File: src/rtl/mlp_adc_sequencer.sv
`default_nettype none
// ============================================================================
// Module : mlp_adc_sequencer
// Steps a shared ADC across the sensor channels, builds the MLP input vector,
// waits for the classifier to settle and hands the class index out via
// valid/ready.
// Rev    : 1.0
// ============================================================================
module mlp_adc_sequencer #(
    parameter int N_CH         = 6,
    parameter int ADC_W        = 4,
    parameter int CLS_W        = 2,
    parameter int SETTLE_CYC   = 2,
    parameter int CONV_TIMEOUT = 15
) (
    input  logic                    clk,
    input  logic                    rst_n,
    input  logic                    start,
    output logic                    busy,
    output logic [2:0]              adc_sel,
    output logic                    adc_conv,
    input  logic                    adc_done,
    input  logic [ADC_W-1:0]        adc_data,
    output logic [N_CH*ADC_W-1:0]   mlp_inp,
    input  logic [CLS_W-1:0]        mlp_out,
    output logic                    class_valid,
    output logic [CLS_W-1:0]        class_data,
    input  logic                    class_ready,
    output logic                    err_timeout
);

    // One timer serves both the conversion watchdog and the settle delay.
    localparam int              c_tmr_max     = (CONV_TIMEOUT > SETTLE_CYC) ? CONV_TIMEOUT : SETTLE_CYC;
    localparam int              c_tmr_w       = $clog2(c_tmr_max + 1);
    localparam logic [2:0]      c_last_ch     = 3'(N_CH - 1);
    localparam logic [c_tmr_w-1:0] c_tmo_last = c_tmr_w'(CONV_TIMEOUT - 1);
    localparam logic [c_tmr_w-1:0] c_stl_last = c_tmr_w'(SETTLE_CYC - 1);

    typedef enum logic [2:0] {
        S_IDLE   = 3'd0,
        S_CONV   = 3'd1,
        S_WAIT   = 3'd2,
        S_SETTLE = 3'd3,
        S_HOLD   = 3'd4
    } state_t;

    state_t               r_state;
    logic [2:0]           r_ch;
    logic [c_tmr_w-1:0]   r_tmr;
    logic                 r_busy;

    assign busy     = r_busy;
    assign adc_sel  = r_ch;
    assign adc_conv = (r_state == S_CONV);

    always_ff @(posedge clk or negedge rst_n) begin
        if (!rst_n) begin
            r_state     <= S_IDLE;
            r_ch        <= 3'd0;
            r_tmr       <= '0;
            r_busy      <= 1'b0;
            mlp_inp     <= '0;
            class_valid <= 1'b0;
            class_data  <= '0;
            err_timeout <= 1'b0;
        end else begin
            case (r_state)
                S_IDLE: begin
                    if (start) begin
                        r_ch        <= 3'd0;
                        err_timeout <= 1'b0;
                        r_busy      <= 1'b1;
                        r_state     <= S_CONV;
                    end
                end
                S_CONV: begin
                    r_tmr   <= '0;
                    r_state <= S_WAIT;
                end
                S_WAIT: begin
                    // A completion in the final watchdog cycle still wins.
                    if (adc_done) begin
                        for (int c = 0; c < N_CH; c++) begin
                            if (r_ch == 3'(c)) begin
                                mlp_inp[c*ADC_W +: ADC_W] <= adc_data;
                            end
                        end
                        if (r_ch == c_last_ch) begin
                            r_tmr   <= '0;
                            r_state <= S_SETTLE;
                        end else begin
                            r_ch    <= r_ch + 3'd1;
                            r_state <= S_CONV;
                        end
                    end else if (r_tmr == c_tmo_last) begin
                        err_timeout <= 1'b1;
                        r_busy      <= 1'b0;
                        r_state     <= S_IDLE;
                    end else begin
                        r_tmr <= r_tmr + 1'b1;
                    end
                end
                S_SETTLE: begin
                    if (r_tmr == c_stl_last) begin
                        class_data  <= mlp_out;
                        class_valid <= 1'b1;
                        r_state     <= S_HOLD;
                    end else begin
                        r_tmr <= r_tmr + 1'b1;
                    end
                end
                S_HOLD: begin
                    if (class_ready) begin
                        class_valid <= 1'b0;
                        r_busy      <= 1'b0;
                        r_state     <= S_IDLE;
                    end
                end
                default: begin
                    class_valid <= 1'b0;
                    r_busy      <= 1'b0;
                    r_state     <= S_IDLE;
                end
            endcase
        end
    end

endmodule
`default_nettype wire

File: config.mk
export PLATFORM = sky130hd
export DESIGN_NAME = mlp_adc_sequencer
export DESIGN_NICKNAME = d
export VERILOG_FILES = /design/src/rtl/mlp_adc_sequencer.sv
export SDC_FILE = /design/constraint.sdc
export NUM_CORES = 1
export LEC_CHECK = 0
export ABC_CLOCK_PERIOD_IN_PS = 4700
export BUFFER_PORTS_ARGS = -buffer_cell sky130_fd_sc_hd__buf_2
export CAP_MARGIN = 20
export CORE_MARGIN = 5
export CORE_UTILIZATION = 50
export DETAILED_ROUTE_END_ITERATION = 8
export PLACE_DENSITY = 0.76
export SKIP_LAST_GASP = 1
export SYNTH_ARGS = -nofsm -noshare
export SYNTH_HDL_FRONTEND = slang
export SYNTH_SLANG_ARGS = --single-unit
File: constraint.sdc
create_clock -name clk -period 4.7 [get_ports clk]
set_input_delay 0.47 -clock clk [delete_from_list [all_inputs] [get_ports clk]]
set_output_delay 0.47 -clock clk [all_outputs]
set_load 0.02 [all_outputs]
==> impl_results.md, run 1 <==
* Status: completed
* Core Footprint at 3390 um^2
* Syn_nets at 164
* I/O pins at 44
* Initial antenna violation count at 0
* R2R depth at 6
* Initial Util at 52.7%
* Worst-skew pair later-pin latency at 0.34 ns
* Detail Route Antenna Nets at 0
* Synth warn at 0
* 1st-iter DRT viols at 68
* RR Endpoint: r_tmr[2]$_DFFE_PN0P_
* Unrepaired setup endpoints after global routing: false
* Number of core rows at 21
* Worst vdd rail ir drop at 0.322 mV
* Unique masters post-synth at 34
* WP depth at 6
* Post_cts resized at 0
* Antenna cell count at 0
* Crit path largest cell delay at 0.80 ns
* Fraction of layout cells with a size suffix above 1 at 40.5%
* TritonCTS Buffers at 5
* TNS Setup at 0 ns
* Synth area leaders: dfrtp_1, mux2_2, ha_1, o21ai_0, inv_1
* CP max FO at 8
* Reg-to-reg critical path startpoint: adc_sel[1]$_DFFE_PN0P_
* Total power at 0.00135 W
* Die area at 4870 um^2
* Hold Path Class: in -> async
* Syn Area/Cell at 12.3 um^2
* Crit Path Category: reg -> reg
* Seq/Total Area, Yosys at 54.7%
* Layout area overhead at 16.7%
* Critical path arrival at 2.43 ns
* # Post-CTS Setup Buffers at 0
* RD Place Congestion at 0.867
* Largest net degree at the start of global routing at 40
* Final Max Slew Viols at 0
* Final Hold Vio Count at 0
* First-pass GRT wire length at 6090 um
* CP required at 4.97 ns
* Final min period at 2.16 ns
* Die height at 69.8 um
* Overflow after GRT at 0
* Startpoint types: flip-flop
* DRT Pass-1 Iters at 4
* Routed WL at 3720 um
* CP Buf/Inv Count at 1
* Die Width at 69.8 um
* Peak Freq at 463 MHz
* Max-cap viol count at 0
* Vias at 1257
* CP startpoint: adc_sel[1]$_DFFE_PN0P_
* Area leader, netlist: dfrtp_1
* Crit-path cells: inv_1 > ha_1 > and2_1 > a222oi_1 > o21ai_0 > a21boi_1
* Worst Max-Slew Pin Slew at 0.960 ns
* Crit. End Element: flip-flop
* Final setup viols at 0
* Total GRT Usage at 15.7%
* Top-area cell type share of the netlist area at 54.7%
* Vias per cell at 5.33
* CTS Buffer Depth at 2
* Post-route DRC at 0
* Vias in the first global route at 1291
* Slew Limit Headroom at 36.0%
* Wirelength per Cell at 15.8 um
* # clock sinks at 39
* H-tree depth at 2
* P per Cell Area at 649 nW/um^2
* Layout fillers at 280
* Static leakage at 1.06 nW
* Clock-pin slew on the worst setup and hold paths at 0.12 ns
* Hold_buf cts at 0
* Worst clock skew at 0.0128 ns
* Worst R2R Setup Slack at 2.54 ns
* Dpl hpwl at 2800 um
* CTS tree: done
* Post-Syn Instances at 145
* Synth Cell Area at 1790 um^2
* Slowest library cell on the worst path: a222oi_1
* #FFs+latches synth at 39
* Quantity of I/O buffers inserted on ports at 43
* Setup crit end: r_tmr[2]$_DFFE_PN0P_
* CTS root buffer: clkbuf_4
* Nets at 208
* Crit path max-delay family: compound AO/OA/AOI/OAI gates
* Crit share post-route at 45.9%
## registers in the layout (all words and copies together) (netlist names)
name / cells
class_data: 2
busy: 1
r_tmr: 4
err_timeout: 1
mlp_inp: 24
adc_sel: 3
class_valid: 1
r_state: 3
## cell type report
cell class	instances	area (um^2)	area share, %
flip-flops and latches	39	976	46.8
multi-input cells	91	747	35.9
repair buffers	43	215	10.3
well taps	46	57.6	2.76
clock buffers	6	41.3	1.98
inverters	9	33.8	1.62
clock inverters	2	12.5	0.601
## worst min path at each step
stage	startpoint	to	slack, ns	depth (start not counted)
2_1_floorplan	rst_n	adc_sel[0]$_DFFE_PN0P_	0.17	0
3_3_place_gp	mlp_inp[7]$_DFFE_PN0P_	mlp_inp[7]$_DFFE_PN0P_	0.47	1
3_5_place_dp	mlp_inp[11]$_DFFE_PN0P_	mlp_inp[11]$_DFFE_PN0P_	0.49	1
4_1_cts	rst_n	class_data[0]$_DFFE_PN0P_	0.24	1
5_1_grt	rst_n	r_state[1]$_DFFE_PN0P_	0.28	1
6_report	rst_n	r_state[1]$_DFFE_PN0P_	0.22	1
## layout by cell type, fill, tap and decap left out, types with 2 or more instances in the layout
cell type	netlist	routed
o31ai_1	2	2
or3_1	2	2
nand2b_1	2	2
clkbuf_4	1	5
nor3b_1	3	3
or4_1	2	2
and2_1	2	2
dfrtp_1	39	39
buf_2	2	43
a21oi_1	2	2
mux2_2	25	25
nand2_1	7	7
o21ai_1	2	2
nor2_1	7	7
ha_1	8	8
o21ai_0	7	7
a31oi_1	2	2
nand3_1	2	2
inv_1	9	9
a21o_1	2	2
a21boi_1	2	2
## worst reg2reg max path, delay by kind of cell (launching register included)
| kind | cells | cell delay (ns) |
|---|---|---|
| AND/OR/NAND/NOR | 1 | 0.19 |
| buffers and inverters | 1 | 0.10 |
| adder cells (fa/ha/maj) | 1 | 0.21 |
| AO/OA/AOI/OAI | 3 | 1.16 |
| flip-flops | 1 | 0.43 |
## stage by stage
stage / std cells / worst slack, ns / cell area, um^2 / utilization, % / hold slack, ns
floorplan: 145 / 2.83 / 1790 / - / 0.174
detailed placement: 228 / 2.62 / 2030 / 59.9 / 0.488
CTS: 236 / 2.55 / 2080 / 61.5 / 0.239
global placement: 228 / 2.82 / 2030 / 59.9 / 0.470
global route: 236 / 2.36 / 2080 / 61.5 / 0.282
finish: 236 / 2.54 / 2080 / 61.5 / 0.223
## power by group
part | switching, W | leakage [nW] | internal (W)
Combinational | 0.000351 | 0.535 | 0.000253
Clock | 0.000109 | 0.0282 | 0.0000578
Sequential | 0.000110 | 0.499 | 0.000473
## cells in the mapped netlist, drive strengths merged
master	n
nor3b	3
nor2	7
nand3	2
dfrtp	39
a21oi	2
or4	2
o31ai	2
mux2	26
a21boi	2
nand2b	2
o22ai	1
inv	9
a222oi	1
clkbuf	4
nor2b	1
and4bb	1
and2	2
nand4bb	1
or3b	1
ha	8
a31oi	2
o41ai	1
nor3	1
and3	2
o21ai	9
mux2i	1
nand2	7
or3	2
buf	2
a21o	2
## logic make-up after synthesis
group                    Yosys count  share of synthesized area, %
flip-flops                        39                          54.7
AND/OR/NAND/NOR                   34                          11.6
multiplexers                      27                          17.0
AO/OA/AOI/OAI                     22                          7.71
buffers and inverters             15                          3.50
adder cells (fa/ha/maj)            8                          5.61
## layer usage
metal / share of wire, % / global-route usage [%] / up-vias
met4: 1.1 / 5.32 / 0
met5: 0 / 0 / -
met2: 51 / 25.8 / 37
met1: 44 / 19.4 / 616
li1: - / - / 600
met3: 4.7 / 4.93 / 4
(Power assumes the default switching activity.)
==> inputs of run 2 (changes only) <==
- ABC_CLOCK_PERIOD_IN_PS: 4700 -> 1950
- CORE_UTILIZATION: 50 -> 47
- PLACE_DENSITY: 0.76 -> 0.75
- clock period: 4.7 -> 1.95 ns (I/O delays scaled with it)
==> run 2 against run 1 <==
Net effect:
- final area grew 5.5%
- non-clock buffer count grew 4
- combinational power grew to 2.6 times the previous value
- worst setup slack lost 2.4 ns
- first-iteration DRC count grew 34%
- sequential share of layout area shrank 2.5 points
- largest cell class unchanged
- highest routed layer unchanged
==> impl_results.md, run 2 (synthesis gave the netlist of run 1 again) <==
* Final Hold Vio Count at 0 (unchanged)
* Wirelength per Cell at 15.6 um (was 15.8 um)
* P per Cell Area at 1690 nW/um^2 (was 649 nW/um^2)
* TNS Setup at 0 ns (unchanged)
* Dpl hpwl at 2890 um (was 2800 um)
* CTS tree: done (unchanged)
* Overflow after GRT at 0 (unchanged)
* I/O pins at 44 (unchanged)
* Number of core rows at 22 (was 21)
* Core Footprint at 3660 um^2 (was 3390 um^2)
* Die height at 71.6 um (was 69.8 um)
* Worst vdd rail ir drop at 0.864 mV (was 0.322 mV)
* Vias at 1283 (was 1257)
* Status: completed (unchanged)
* Die area at 5130 um^2 (was 4870 um^2)
* Routed WL at 3790 um (was 3720 um)
* Peak Freq at 551 MHz (was 463 MHz)
* CTS Buffer Depth at 2 (unchanged)
* Slew Limit Headroom at 44.2% (was 36.0%)
* Crit. End Element: flip-flop (unchanged)
* DRT Pass-1 Iters at 4 (unchanged)
* Startpoint types: flip-flop (unchanged)
* Largest net degree at the start of global routing at 40 (unchanged)
* Antenna cell count at 0 (unchanged)
* Total GRT Usage at 16.8% (was 15.7%)
* Vias per cell at 5.30 (was 5.33)
* Crit Path Category: reg -> reg (unchanged)
* H-tree depth at 2 (unchanged)
* Quantity of I/O buffers inserted on ports at 43 (unchanged)
* Worst clock skew at 0.00656 ns (was 0.0128 ns)
* Worst Max-Slew Pin Slew at 0.837 ns (was 0.960 ns)
* Most common cell after layout, fill and taps aside: buf_2 (unchanged)
* Hold slack at 0.00634 ns (was 0.223 ns)
* TritonCTS Buffers at 5 (unchanged)
* CP required at 2.16 ns (was 4.97 ns)
* Max-cap viol count at 0 (unchanged)
* Top reg by flops: mlp_inp (unchanged)
* Layout area overhead at 23.1% (was 16.7%)
* Hold_buf cts at 0 (unchanged)
* Final setup viols at 0 (unchanged)
* Top Registers: mlp_inp (24), r_tmr (4) (unchanged)
* Nets at 212 (was 208)
* Post_cts resized at 0 (unchanged)
* Detail Route Antenna Nets at 0 (unchanged)
* Fraction of layout cells with a size suffix above 1 at 42.3% (was 40.5%)
* # clock sinks at 39 (unchanged)
* Largest register FFs at 24 (unchanged)
* Worst-skew pair later-pin latency at 0.29 ns (was 0.34 ns)
* CTS root buffer: clkbuf_8 (was clkbuf_4)
* Final min period at 1.82 ns (was 2.16 ns)
* CP max FO at 8 (unchanged)
* Vias in the first global route at 1318 (was 1291)
* Unrepaired setup endpoints after global routing: false (unchanged)
* Initial antenna violation count at 0 (unchanged)
* First-pass GRT wire length at 6600 um (was 6090 um)
* Hold Path Class: in -> async (unchanged)
* # Post-CTS Setup Buffers at 0 (unchanged)
* Most frequent cells in the layout: buf_2, dfrtp_1, mux2_2 (unchanged)
* Crit share post-route at 93.1% (was 45.9%)
* RD Place Congestion at 0.903 (was 0.867)
* Die Width at 71.6 um (was 69.8 um)
* Post-route DRC at 0 (unchanged)
* Initial Util at 48.8% (was 52.7%)
* 1st-iter DRT viols at 91 (was 68)
* Critical path arrival at 2.03 ns (was 2.43 ns)
* Final Max Slew Viols at 0 (unchanged)
* Static leakage at 1.12 nW (was 1.06 nW)
* Clock-pin slew on the worst setup and hold paths at 0.08 ns (was 0.12 ns)
-- run 2: path summary, 6_finish.rpt --
| check | start | to | slack, ns | cells after the start |
|---|---|---|---|---|
| worst max-delay path | adc_sel[1]$_DFFE_PN0P_ | r_tmr[0]$_DFFE_PN0P_ | 0.13 | 7 |
| min in group clk | mlp_out[0] | class_data[0]$_DFFE_PN0P_ | 0.14 | 2 |
| worst min register to register | mlp_inp[7]$_DFFE_PN0P_ | mlp_inp[7]$_DFFE_PN0P_ | 0.50 | 1 |
| worst max register to register | adc_sel[1]$_DFFE_PN0P_ | r_tmr[0]$_DFFE_PN0P_ | 0.13 | 7 |
| max in group asynchronous | rst_n | mlp_inp[7]$_DFFE_PN0P_ | 1.42 | 1 |
| worst min-delay path | rst_n | r_state[0]$_DFFE_PN0P_ | 0.006 | 1 |
-- run 2: routing by layer --
metal  up-vias  wire length [um]  global-route usage (%)
met5         -                 0                       0
met4         0                58                    6.47
met3         6               200                    6.59
met2        44              1890                    26.7
met1       623              1640                    20.7
li1        610                 -                       -
-- run 2: critical path, stage by stage, from the launching register on --
cell	delay, ns
dfrtp_1	0.43
inv_1	0.11
ha_1	0.18
and2_1	0.19
a222oi_1	0.11
buf_4	0.17
or4_1	0.46
o21ai_1	0.10
-- run 2: report_power, final --
part           switching (W)  internal, W  total, W
clock               0.000279     0.000510  0.000789
combinational       0.000904     0.000652   0.00156
sequential          0.000217      0.00114   0.00136
total                0.00140      0.00231   0.00371
-- run 2: layout make-up --
class / instances / area, um^2
flip-flops and latches: 39 / 976
multi-input cells: 91 / 747
well taps: 48 / 60.1
inverters: 9 / 33.8
clock buffers: 5 / 68.8
fillers: 293 / 1460
repair buffers: 47 / 245
clock inverters: 3 / 67.6
-- run 2: per-stage QoR --
stage	area, um^2	util, %	power [W]	worst slack [ns]	instances
floorplan	1790	-	0.00238	0.0809	145
global placement	2060	56.3	0.00286	0.272	234
detailed placement	2060	56.3	0.00294	0.162	234
CTS	2200	60.0	0.00374	0.136	242
global route	2200	60.0	0.00396	0.000965	242
finish	2200	60.0	0.00371	0.134	242
